**config.mk**
```make
export PLATFORM = sky130hd
export DESIGN_NAME = ram_uart_reader_flat
export DESIGN_NICKNAME = d
export VERILOG_FILES = /design/src/rtl/ram_uart_reader_if.sv /design/src/rtl/ram_uart_reader.sv /design/src/flat_wrapper.sv
export SDC_FILE = /design/constraint.sdc
export NUM_CORES = 1
export LEC_CHECK = 0
export CORE_MARGIN = 8
export CORE_UTILIZATION = 30
export DETAILED_ROUTE_END_ITERATION = 12
export GPL_ROUTABILITY_DRIVEN = 1
export PLACE_DENSITY_LB_ADDON = 0.2
export SLEW_MARGIN = 40
export SYNTH_ARGS = -nofsm -noshare
export SYNTH_HDL_FRONTEND = slang
export SYNTH_SLANG_ARGS = --single-unit
```
**constraint.sdc**
```tcl
create_clock -name clk -period 1.8 [get_ports clk]
set_input_delay 0.27 -clock clk [delete_from_list [all_inputs] [get_ports clk]]
set_output_delay 0.27 -clock clk [all_outputs]
set_load 0.02 [all_outputs]
```
**src/rtl/ram_uart_reader_if.sv**
```systemverilog
// RAM read port plus UART transmit handshake used by ram_uart_reader.
// The master side is the reader; the slave side is the RAM/transmitter pair.
interface ram_uart_reader_if #(
   parameter int ADDR_W = 16,
   parameter int DATA_W = 8
);
   logic [ADDR_W-1:0] address_ram;
   logic [DATA_W-1:0] data_out_ram;
   logic              ram_req;
   logic [DATA_W-1:0] tx_data;
   logic              tx_valid;
   logic              tx_ready;

   modport master (
      output address_ram, ram_req, tx_data, tx_valid,
      input  data_out_ram, tx_ready
   );

   modport slave (
      input  address_ram, ram_req, tx_data, tx_valid,
      output data_out_ram, tx_ready
   );
endinterface

```
**src/rtl/ram_uart_reader.sv**
```systemverilog
// Streams an inclusive (wrapping) RAM address range to a UART transmitter.
// Define RAM_UART_READER_CHECKSUM_EN to append an 8-bit additive checksum byte.
module ram_uart_reader #(
   parameter int ADDR_W      = 16,
   parameter int DATA_W      = 8,
   parameter int RAM_LATENCY = 1
) (
   input  logic              clk,
   input  logic              rst,
   input  logic              start,
   input  logic [ADDR_W-1:0] start_addr,
   input  logic [ADDR_W-1:0] end_addr,
   ram_uart_reader_if.master bus,
   output logic              busy,
   output logic              done
);

`ifdef RAM_UART_READER_CHECKSUM_EN
   typedef enum logic [2:0] {IDLE, FETCH, SEND, CSUM, DONE} state_t;
`else
   typedef enum logic [1:0] {IDLE, FETCH, SEND, DONE} state_t;
`endif

   // The wait counter runs 0..RAM_LATENCY, so FETCH lasts RAM_LATENCY+1 cycles.
   localparam logic [1:0] WAIT_LAST = 2'(RAM_LATENCY);

   state_t            state_reg;
   logic [ADDR_W-1:0] address_reg;
   logic [ADDR_W-1:0] end_addr_reg;
   logic [DATA_W-1:0] tx_data_reg;
   logic              tx_valid_reg;
   logic              ram_req_reg;
   logic              busy_reg;
   logic              done_reg;
   logic [1:0]        wait_cnt_reg;
`ifdef RAM_UART_READER_CHECKSUM_EN
   logic [DATA_W-1:0] sum_reg;
`endif

   assign bus.address_ram = address_reg;
   assign bus.tx_data     = tx_data_reg;
   assign bus.tx_valid    = tx_valid_reg;
   assign bus.ram_req     = ram_req_reg;
   assign busy            = busy_reg;
   assign done            = done_reg;

   always_ff @(posedge clk or posedge rst) begin
      if (rst) begin
         state_reg    <= IDLE;
         address_reg  <= '0;
         end_addr_reg <= '0;
         tx_data_reg  <= '0;
         tx_valid_reg <= 1'b0;
         ram_req_reg  <= 1'b0;
         busy_reg     <= 1'b0;
         done_reg     <= 1'b0;
         wait_cnt_reg <= '0;
`ifdef RAM_UART_READER_CHECKSUM_EN
         sum_reg      <= '0;
`endif
      end else begin
         case (state_reg)
            IDLE: begin
               if (start) begin
                  end_addr_reg <= end_addr;
                  address_reg  <= start_addr;
                  ram_req_reg  <= 1'b1;
                  busy_reg     <= 1'b1;
                  wait_cnt_reg <= '0;
`ifdef RAM_UART_READER_CHECKSUM_EN
                  sum_reg      <= '0;
`endif
                  state_reg    <= FETCH;
               end
            end

            FETCH: begin
               if (wait_cnt_reg == WAIT_LAST) begin
                  tx_data_reg  <= bus.data_out_ram;
                  tx_valid_reg <= 1'b1;
                  state_reg    <= SEND;
               end else begin
                  wait_cnt_reg <= wait_cnt_reg + 2'd1;
               end
            end

            SEND: begin
               if (tx_valid_reg && bus.tx_ready) begin
`ifdef RAM_UART_READER_CHECKSUM_EN
                  sum_reg <= sum_reg + tx_data_reg;
`endif
                  if (address_reg == end_addr_reg) begin
`ifdef RAM_UART_READER_CHECKSUM_EN
                     // Checksum byte includes the byte being accepted right now.
                     tx_data_reg  <= sum_reg + tx_data_reg;
                     tx_valid_reg <= 1'b1;
                     state_reg    <= CSUM;
`else
                     tx_valid_reg <= 1'b0;
                     done_reg     <= 1'b1;
                     ram_req_reg  <= 1'b0;
                     busy_reg     <= 1'b0;
                     state_reg    <= DONE;
`endif
                  end else begin
                     tx_valid_reg <= 1'b0;
                     address_reg  <= address_reg + 1'b1;
                     wait_cnt_reg <= '0;
                     state_reg    <= FETCH;
                  end
               end
            end

`ifdef RAM_UART_READER_CHECKSUM_EN
            CSUM: begin
               if (tx_valid_reg && bus.tx_ready) begin
                  tx_valid_reg <= 1'b0;
                  done_reg     <= 1'b1;
                  ram_req_reg  <= 1'b0;
                  busy_reg     <= 1'b0;
                  state_reg    <= DONE;
               end
            end
`endif

            DONE: begin
               done_reg  <= 1'b0;
               state_reg <= IDLE;
            end

            default: begin
               state_reg <= IDLE;
            end
         endcase
      end
   end

endmodule

```
**src/flat_wrapper.sv**
```systemverilog
// flat-port wrapper written by rule: the top's interface ports become plain ports
module ram_uart_reader_flat 
#(
   parameter int ADDR_W      = 16,
   parameter int DATA_W      = 8,
   parameter int RAM_LATENCY = 1
)
  (clk, rst, start, start_addr, end_addr, busy, done, bus_address_ram, bus_ram_req, bus_tx_data, bus_tx_valid, bus_data_out_ram, bus_tx_ready);
  ram_uart_reader_if #(.ADDR_W(ADDR_W), .DATA_W(DATA_W)) bus_i ();
  input  logic clk;
  input  logic rst;
  input  logic start;
  input  logic [ADDR_W-1:0] start_addr;
  input  logic [ADDR_W-1:0] end_addr;
  output logic busy;
  output logic done;
  output wire logic [$bits(bus_i.address_ram)-1:0] bus_address_ram;
  output wire logic [$bits(bus_i.ram_req)-1:0] bus_ram_req;
  output wire logic [$bits(bus_i.tx_data)-1:0] bus_tx_data;
  output wire logic [$bits(bus_i.tx_valid)-1:0] bus_tx_valid;
  input wire logic [$bits(bus_i.data_out_ram)-1:0] bus_data_out_ram;
  input wire logic [$bits(bus_i.tx_ready)-1:0] bus_tx_ready;
  assign bus_address_ram = bus_i.address_ram;
  assign bus_ram_req = bus_i.ram_req;
  assign bus_tx_data = bus_i.tx_data;
  assign bus_tx_valid = bus_i.tx_valid;
  assign bus_i.data_out_ram = bus_data_out_ram;
  assign bus_i.tx_ready = bus_tx_ready;
  ram_uart_reader #(.ADDR_W(ADDR_W), .DATA_W(DATA_W), .RAM_LATENCY(RAM_LATENCY)) u_core (.clk(clk), .rst(rst), .start(start), .start_addr(start_addr), .end_addr(end_addr), .bus(bus_i), .busy(busy), .done(done));
endmodule
```
==> results.md, run 1 <==
- Arrival time of the worst setup path: between 2000 and 2500 ps
- Synth Net Count: 312
- Crit path max fanout: 6
- Max VDD drop: roughly 770 µV
- DRC viols: 0
- Synth top area cells: dfrtp_1 48%, nand2_1 9.2%, xor2_1 5.7%
- Met3 WL: approximately 430 µm
- First-pass GRT wire length: roughly 13000 µm
- GRT Total Usage: a little over an eighth
- Clock Skews: 6.05 ps
- Final period util: 106%
- Number of synthesized flops with an enable pin: 0
- Cts bufs inserted: 5
- Via count: between 2000 and 2500
- Max_cap viols: 0
- Synth cell types: 38
- Share of post-route cells with drive strength above 1: 27.9%
- Most frequent cell on the critical path: buf_6
- Vias in the first global route: about 2500
- Synth-to-layout area growth: 59.0%
- Root Driver: clkbuf_8
- Worst Setup Start Kind: register
- Slowest stage cell, crit path: dfrtp_1
- WL met1: 3480 µm
- Status: complete, but fails checks
- CP Class: register to register
- Power density over cell area: ~1700 nW/µm²
- Worst hold slack: 258 ps
- Rows: 33
- N_diodes: 0
- Largest area contributor in the synthesized netlist: dfrtp_1
- Routability cong.: roughly 0.86
- Crit path time final: approximately 1900 ps
- Crit-path cells: xor2_1 -> nor4_4 -> nand4_4 -> buf_6 -> buf_6 -> a21oi_2 -> nor2_1 -> o22a_1
- Die ar.: between 10000 and 15000 µm²
- Max Slew Vio Count: 0
- Die W: 106 µm
- Worst slew margin: around 69%
- Initial antenna violation count: 0
- CTS clk-pin slew, worst paths: 90 ps
- Final setup TNS: -787 ps
- Die Ht: around 110 µm
- Seq cells post-synth: 47
- Share of Yosys cell area claimed by the top area cell type: between 40% and 50%
- Routed vias/inst: 4.82
- Synth Cell Area: between 2000 and 2500 µm²
- Register area: 1190 µm²
- Clock Latency Late Sink: approximately 290 ps
- Synth warn: 0
- Final worst slack: -103 ps
- DR WL met2: between 3000 and 4000 µm
- Final Setup Violations: 15
- Layout Nets: approximately 420
- IO Pins: between 70 and 80
- Clk sinks: 47
- Worst EP required: ~2000 ps
- Post-synth ARST share: 100%
- Final hold violations: 0
- IO Port Bufs: 71
- Drt initial violations: 66
- HPWL after detailed placement: between 5000 and 6000 µm
- Initial Util: 30.3%
- Routed WL per cell: 15.7 µm
- CP Capture Type: register
- Max layer used: met4
- Failing checks: setup timing
- Cts hold-fix bufs: 0
- Largest stage delay on the critical path: 400 ps
- Max frequency: between 500 and 600 MHz
- Main synth FF type: dfrtp_1
- Max Root-Sink Buffers: 2
- Worst hold path type: primary input to asynchronous set/reset pin
- Static Leakage: about 1.7 nW
- DR pass1 iterations: 4
- Register area share after synthesis: ~48%
- Core area: roughly 8100 µm²
- Unrepaired setup endpoints after global routing: yes
- Fillcell total: 795
- Mapped Avg Cell Area: ~9.2 µm²
- Syn Inst Count: between 200 and 300
- CTS tree: yes
- Antenna-violating nets left: 0
- Number of H-tree levels: 2
- Largest net degree at the start of global routing: 34
- Routed WL: about 7600 µm
- Area of the multi-input gates: around 1400 µm²
- Overall Power: roughly 6.5 mW
- Grt ovf: 0
- Tightest Pin Transition: around 460 ps
## repair_timing
| item | CTS | global route |
|---|---|---|
| gates resized for setup | 21 | 19 |
| setup endpoints to repair | 20 | 22 |
| gates cloned | 0 | 0 |
| setup buffers | 2 | 1 |
| pin swaps | 12 | 8 |
## cell usage in the layout (no fill, tap or decap), types with 7 or more instances in the layout
cell type,n
clkdlybuf4s50_1,69
nand2_1,60
buf_4,42
dfrtp_1,37
nor2_1,22
xor2_1,12
dfrtp_2,10
nand3_1,8
a21oi_1,8
mux2_2,8
and3_1,7
clkbuf_8,7
## worst max-delay path, delay by kind of cell (launching register included)
kind	cells	cell delay, ps
AND/OR/NAND/NOR	3	630
XOR/XNOR	1	190
AO/OA/AOI/OAI	2	300
flip-flops	1	400
buffers and inverters	2	280
## metrics by stage
| step | cells | worst slack [ps] | util [%] | instance area (µm²) |
|---|---|---|---|---|
| 5_1_grt | 482 | -172 | 48.3 | 3910 |
| 2_1_floorplan | 266 | -63.0 | - | 2480 |
| 4_1_cts | 481 | -125 | 47.1 | 3810 |
| 6_report | 482 | -103 | 48.3 | 3910 |
| 3_5_place_dp | 471 | -237 | 44.4 | 3590 |
| 3_3_place_gp | 471 | -146 | 44.4 | 3590 |
## cells by family after synthesis
logic type	Yosys count	synth area share, %
and+or+nand+nor	130	26.0
muxes	10	4.48
adders and majority gates	2	1.02
AOI/OAI and AO/OA	43	11.7
xor gates and xnor gates	16	5.71
DFF	47	47.9
buffers and inverters	18	3.21
## synthesized netlist by cell type, types with 6 or more instances
cell and count:
nand2_1 60, and3_1 8, xor2_1 16, nand3_1 9
nor2_1 22, a21oi_1 13, nor3_1 6, dfrtp_1 47
clkbuf_1 12, mux2_2 8
## power by group
part / internal, mW / total [mW] / switching [mW] / leakage [nW]
Combinational: 1.85 / 3.89 / 2.04 / 1.11
Sequential: 1.57 / 1.94 / 0.374 / 0.549
Clock: 0.351 / 0.707 / 0.356 / 0.0515
Total: 3.77 / 6.54 / 2.77 / 1.71
## routing by layer
metal | global-route usage, % | up-vias
met1 | 17.3 | 1115
met3 | 3.51 | 4
li1 | - | 1138
met2 | 22.2 | 64
met5 | 0 | -
met4 | 3.82 | 0
## area by class of cell
cell class | instances | share of cell area, %
Clock buffer | 8 | 2.56
Inverter | 4 | 0.384
Multi-Input combinational cell | 201 | 35.5
Sequential cell | 47 | 30.4
Tap cell | 105 | 3.36
Timing Repair Buffer | 117 | 27.8
## final timing paths
check	slack, ps	endpoint	start	cells past startpoint
setup / recovery	-100	u_core.bus.address_ram[3]	u_core.end_addr_reg[10]	8
hold / removal	260	u_core.bus.tx_data[6]	rst	2
setup reg to reg	-100	u_core.bus.address_ram[3]	u_core.end_addr_reg[10]	8
hold reg to reg	510	u_core.end_addr_reg[2]	u_core.end_addr_reg[2]	2
max in group asynchronous	1030	u_core.bus.address_ram[11]	rst	3
min in group clk	500	u_core.end_addr_reg[5]	end_addr[5]	3
(Power assumes the default switching activity.)
==> run 2, diff against run 1 <==
Settings changed: CORE_ASPECT_RATIO set to 1.5.
==> results.md, run 2 (synthesis results as in run 1) <==
- Synth-to-layout area growth: 58.9% (was 59.0%)
- CTS clk-pin slew, worst paths: 70 ps (was 90 ps)
- Routed WL per cell: 15.5 µm (was 15.7 µm)
- Failing checks: setup timing (unchanged)
- Max VDD drop: 744 µV (was 767 µV)
- Reg2reg end: u_core.bus.address_ram[1] (was u_core.bus.address_ram[3])
- Share of post-route cells with drive strength above 1: 27.8% (was 27.9%)
- Routed WL: 7500 µm (was 7580 µm)
- Cts bufs inserted: 5 (unchanged)
- Clk sinks: 47 (unchanged)
- Final period util: 105% (was 106%)
- Final Setup Violations: 10 (was 15)
- Gr busiest metal: met2 (unchanged)
- Worst EP required: 1960 ps (was 1980 ps)
- Final setup TNS: -477 ps (was -787 ps)
- Root Driver: clkbuf_16 (was clkbuf_8)
- Number of H-tree levels: 2 (unchanged)
- Status: complete, but fails checks (unchanged)
- Tightest Pin Transition: 479 ps (was 459 ps)
- Unrepaired setup endpoints after global routing: yes (unchanged)
- Worst hold path type: primary input to asynchronous set/reset pin (unchanged)
- Cell Area, Placed: 3620 µm² (was 3590 µm²)
- Area of the multi-input gates: 1340 µm² (was 1390 µm²)
- Power density over cell area: 1700 nW/µm² (was 1680 nW/µm²)
- IO Port Bufs: 71 (unchanged)
- CTS tree: yes (unchanged)
- CP Capture Type: register (unchanged)
- Die W: 89.9 µm (was 106 µm)
- Met3 Track Usage GR: 3.31% (was 3.51%)
- Worst Setup Start Kind: register (unchanged)
- Clock Skews: 8.80 ps (was 6.05 ps)
- Arrival time of the worst setup path: 2050 ps (was 2080 ps)
- Reg2Reg Depth: 7 (was 8)
- Max frequency: 529 MHz (was 526 MHz)
- Final worst slack: -88.9 ps (was -103 ps)
- Core area: 8010 µm² (was 8090 µm²)
- DRC viols: 0 (unchanged)
- Max_cap viols: 0 (unchanged)
- Initial Util: 30.7% (was 30.3%)
- M2 GR Usage: 24.9% (was 22.2%)
- Routability cong.: 0.857 (was 0.858)
- Via count: 2313 (was 2321)
- Rows: 40 (was 33)
- Grt ovf: 0 (unchanged)
- Fillcell total: 768 (was 795)
- Crit path max fanout: 5 (was 6)
- GRT Total Usage: 13.3% (was 13.6%)
- Reg2reg setup slack: -90 ps (was -100 ps)
- CP Class: register to register (unchanged)
- Antenna-violating nets left: 0 (unchanged)
- Routed vias/inst: 4.79 (was 4.82)
- Register area: 1190 µm² (unchanged)
- Static Leakage: 1.70 nW (was 1.71 nW)
- Drt initial violations: 93 (was 66)
- Clock Latency Late Sink: 290 ps (about the same)
- Cell area after layout: 3900 µm² (was 3910 µm²)
- Layout Nets: 423 (was 422)
- Most frequent cells in the layout: 71 x clkdlybuf4s50_1, 60 x nand2_1, 44 x buf_4, 37 x dfrtp_1, 21 x nor2_1 (was 69 x clkdlybuf4s50_1, 60 x nand2_1, 42 x buf_4, 37 x dfrtp_1, 22 x nor2_1)
- DR pass1 iterations: 4 (unchanged)
- Final hold violations: 0 (unchanged)
- Max Slew Vio Count: 0 (unchanged)
- IO Pins: 72 (unchanged)
- First-pass GRT wire length: 12500 µm (was 12600 µm)
- HPWL after detailed placement: 5930 µm (was 5850 µm)
- Worst slew margin: 68.0% (was 69.3%)
- Vias in the first global route: 2559 (was 2535)
- Cts hold-fix bufs: 0 (unchanged)
- Critical R2R Launch: u_core.bus.address_ram[11] (was u_core.end_addr_reg[10])
- Largest net degree at the start of global routing: 26 (was 34)
- GR Util met1: 14.2% (was 17.3%)
- Most common cell after layout, fill and taps aside: clkdlybuf4s50_1 (unchanged)
- Post-CTS setup buffer count: 0 (was 2)
- Crit path time final: 1890 ps (was 1900 ps)
- Die Ht: 127 µm (was 106 µm)
- N_diodes: 0 (unchanged)
- Die ar.: 11400 µm² (was 11300 µm²)
- Max Root-Sink Buffers: 2 (unchanged)
- Initial antenna violation count: 0 (unchanged)
[run 2: worst max-delay path by stage]
stage	start	endpoint	slack, ps	cells after the start
global route	u_core.end_addr_reg[15]	u_core.bus.address_ram[1]	-160	6
global placement	bus_tx_ready	u_core.bus.address_ram[12]	-160	8
CTS	u_core.bus.address_ram[11]	u_core.bus.address_ram[1]	-120	7
floorplan	u_core.bus.address_ram[4]	u_core.bus.address_ram[12]	-60	7
finish	u_core.bus.address_ram[11]	u_core.bus.address_ram[1]	-90	7
detailed placement	bus_tx_ready	u_core.bus.address_ram[12]	-180	8
[run 2: area by class of cell]
type / count / area share, %
flip-flops and latches: 47 / 30.5
clock inverters: 1 / 0.128
clock buffers: 7 / 3.66
multi-input cells: 201 / 34.2
inverters: 4 / 0.385
repair buffers: 118 / 27.8
well taps: 105 / 3.37
[run 2: power by group]
| part | switching (mW) | internal (mW) | total, mW |
|---|---|---|---|
| sequential | 0.363 | 1.57 | 1.93 |
| combinational | 1.95 | 1.83 | 3.79 |
| clock | 0.378 | 0.551 | 0.929 |
| total | 2.70 | 3.96 | 6.65 |
[run 2: stage by stage]
stage | setup WS [ps] | power (mW) | std cells | utilization, % | hold WS (ps)
2_1_floorplan | -63.0 | 3.85 | 266 | - | 375
3_3_place_gp | -164 | 5.47 | 475 | 45.3 | 473
3_5_place_dp | -181 | 5.51 | 475 | 45.3 | 484
4_1_cts | -119 | 6.69 | 483 | 48.4 | 263
5_1_grt | -158 | 7.10 | 483 | 48.7 | 290
6_report | -88.9 | 6.65 | 483 | 48.7 | 259
[run 2: worst max-delay path, stage by stage, from the launching register on]
cell and delay [ps]:
dfrtp_2 410, xor2_1 170, nor4_2 270, buf_4 170, nand4_4 130, or2_4 280
and2_4 160, o22a_1 190
[run 2: repair_timing]
action / in CTS / in global routing
pin swaps: 10 / 6
endpoints found under the setup margin: 11 / 22
gates resized for setup: 21 / 12
[run 2: per-layer routing]
metal	wire length, µm	vias up
li1	-	1141
met1	3050	1117
met2	4010	48
met3	335	7
met4	106	0
met5	0	-
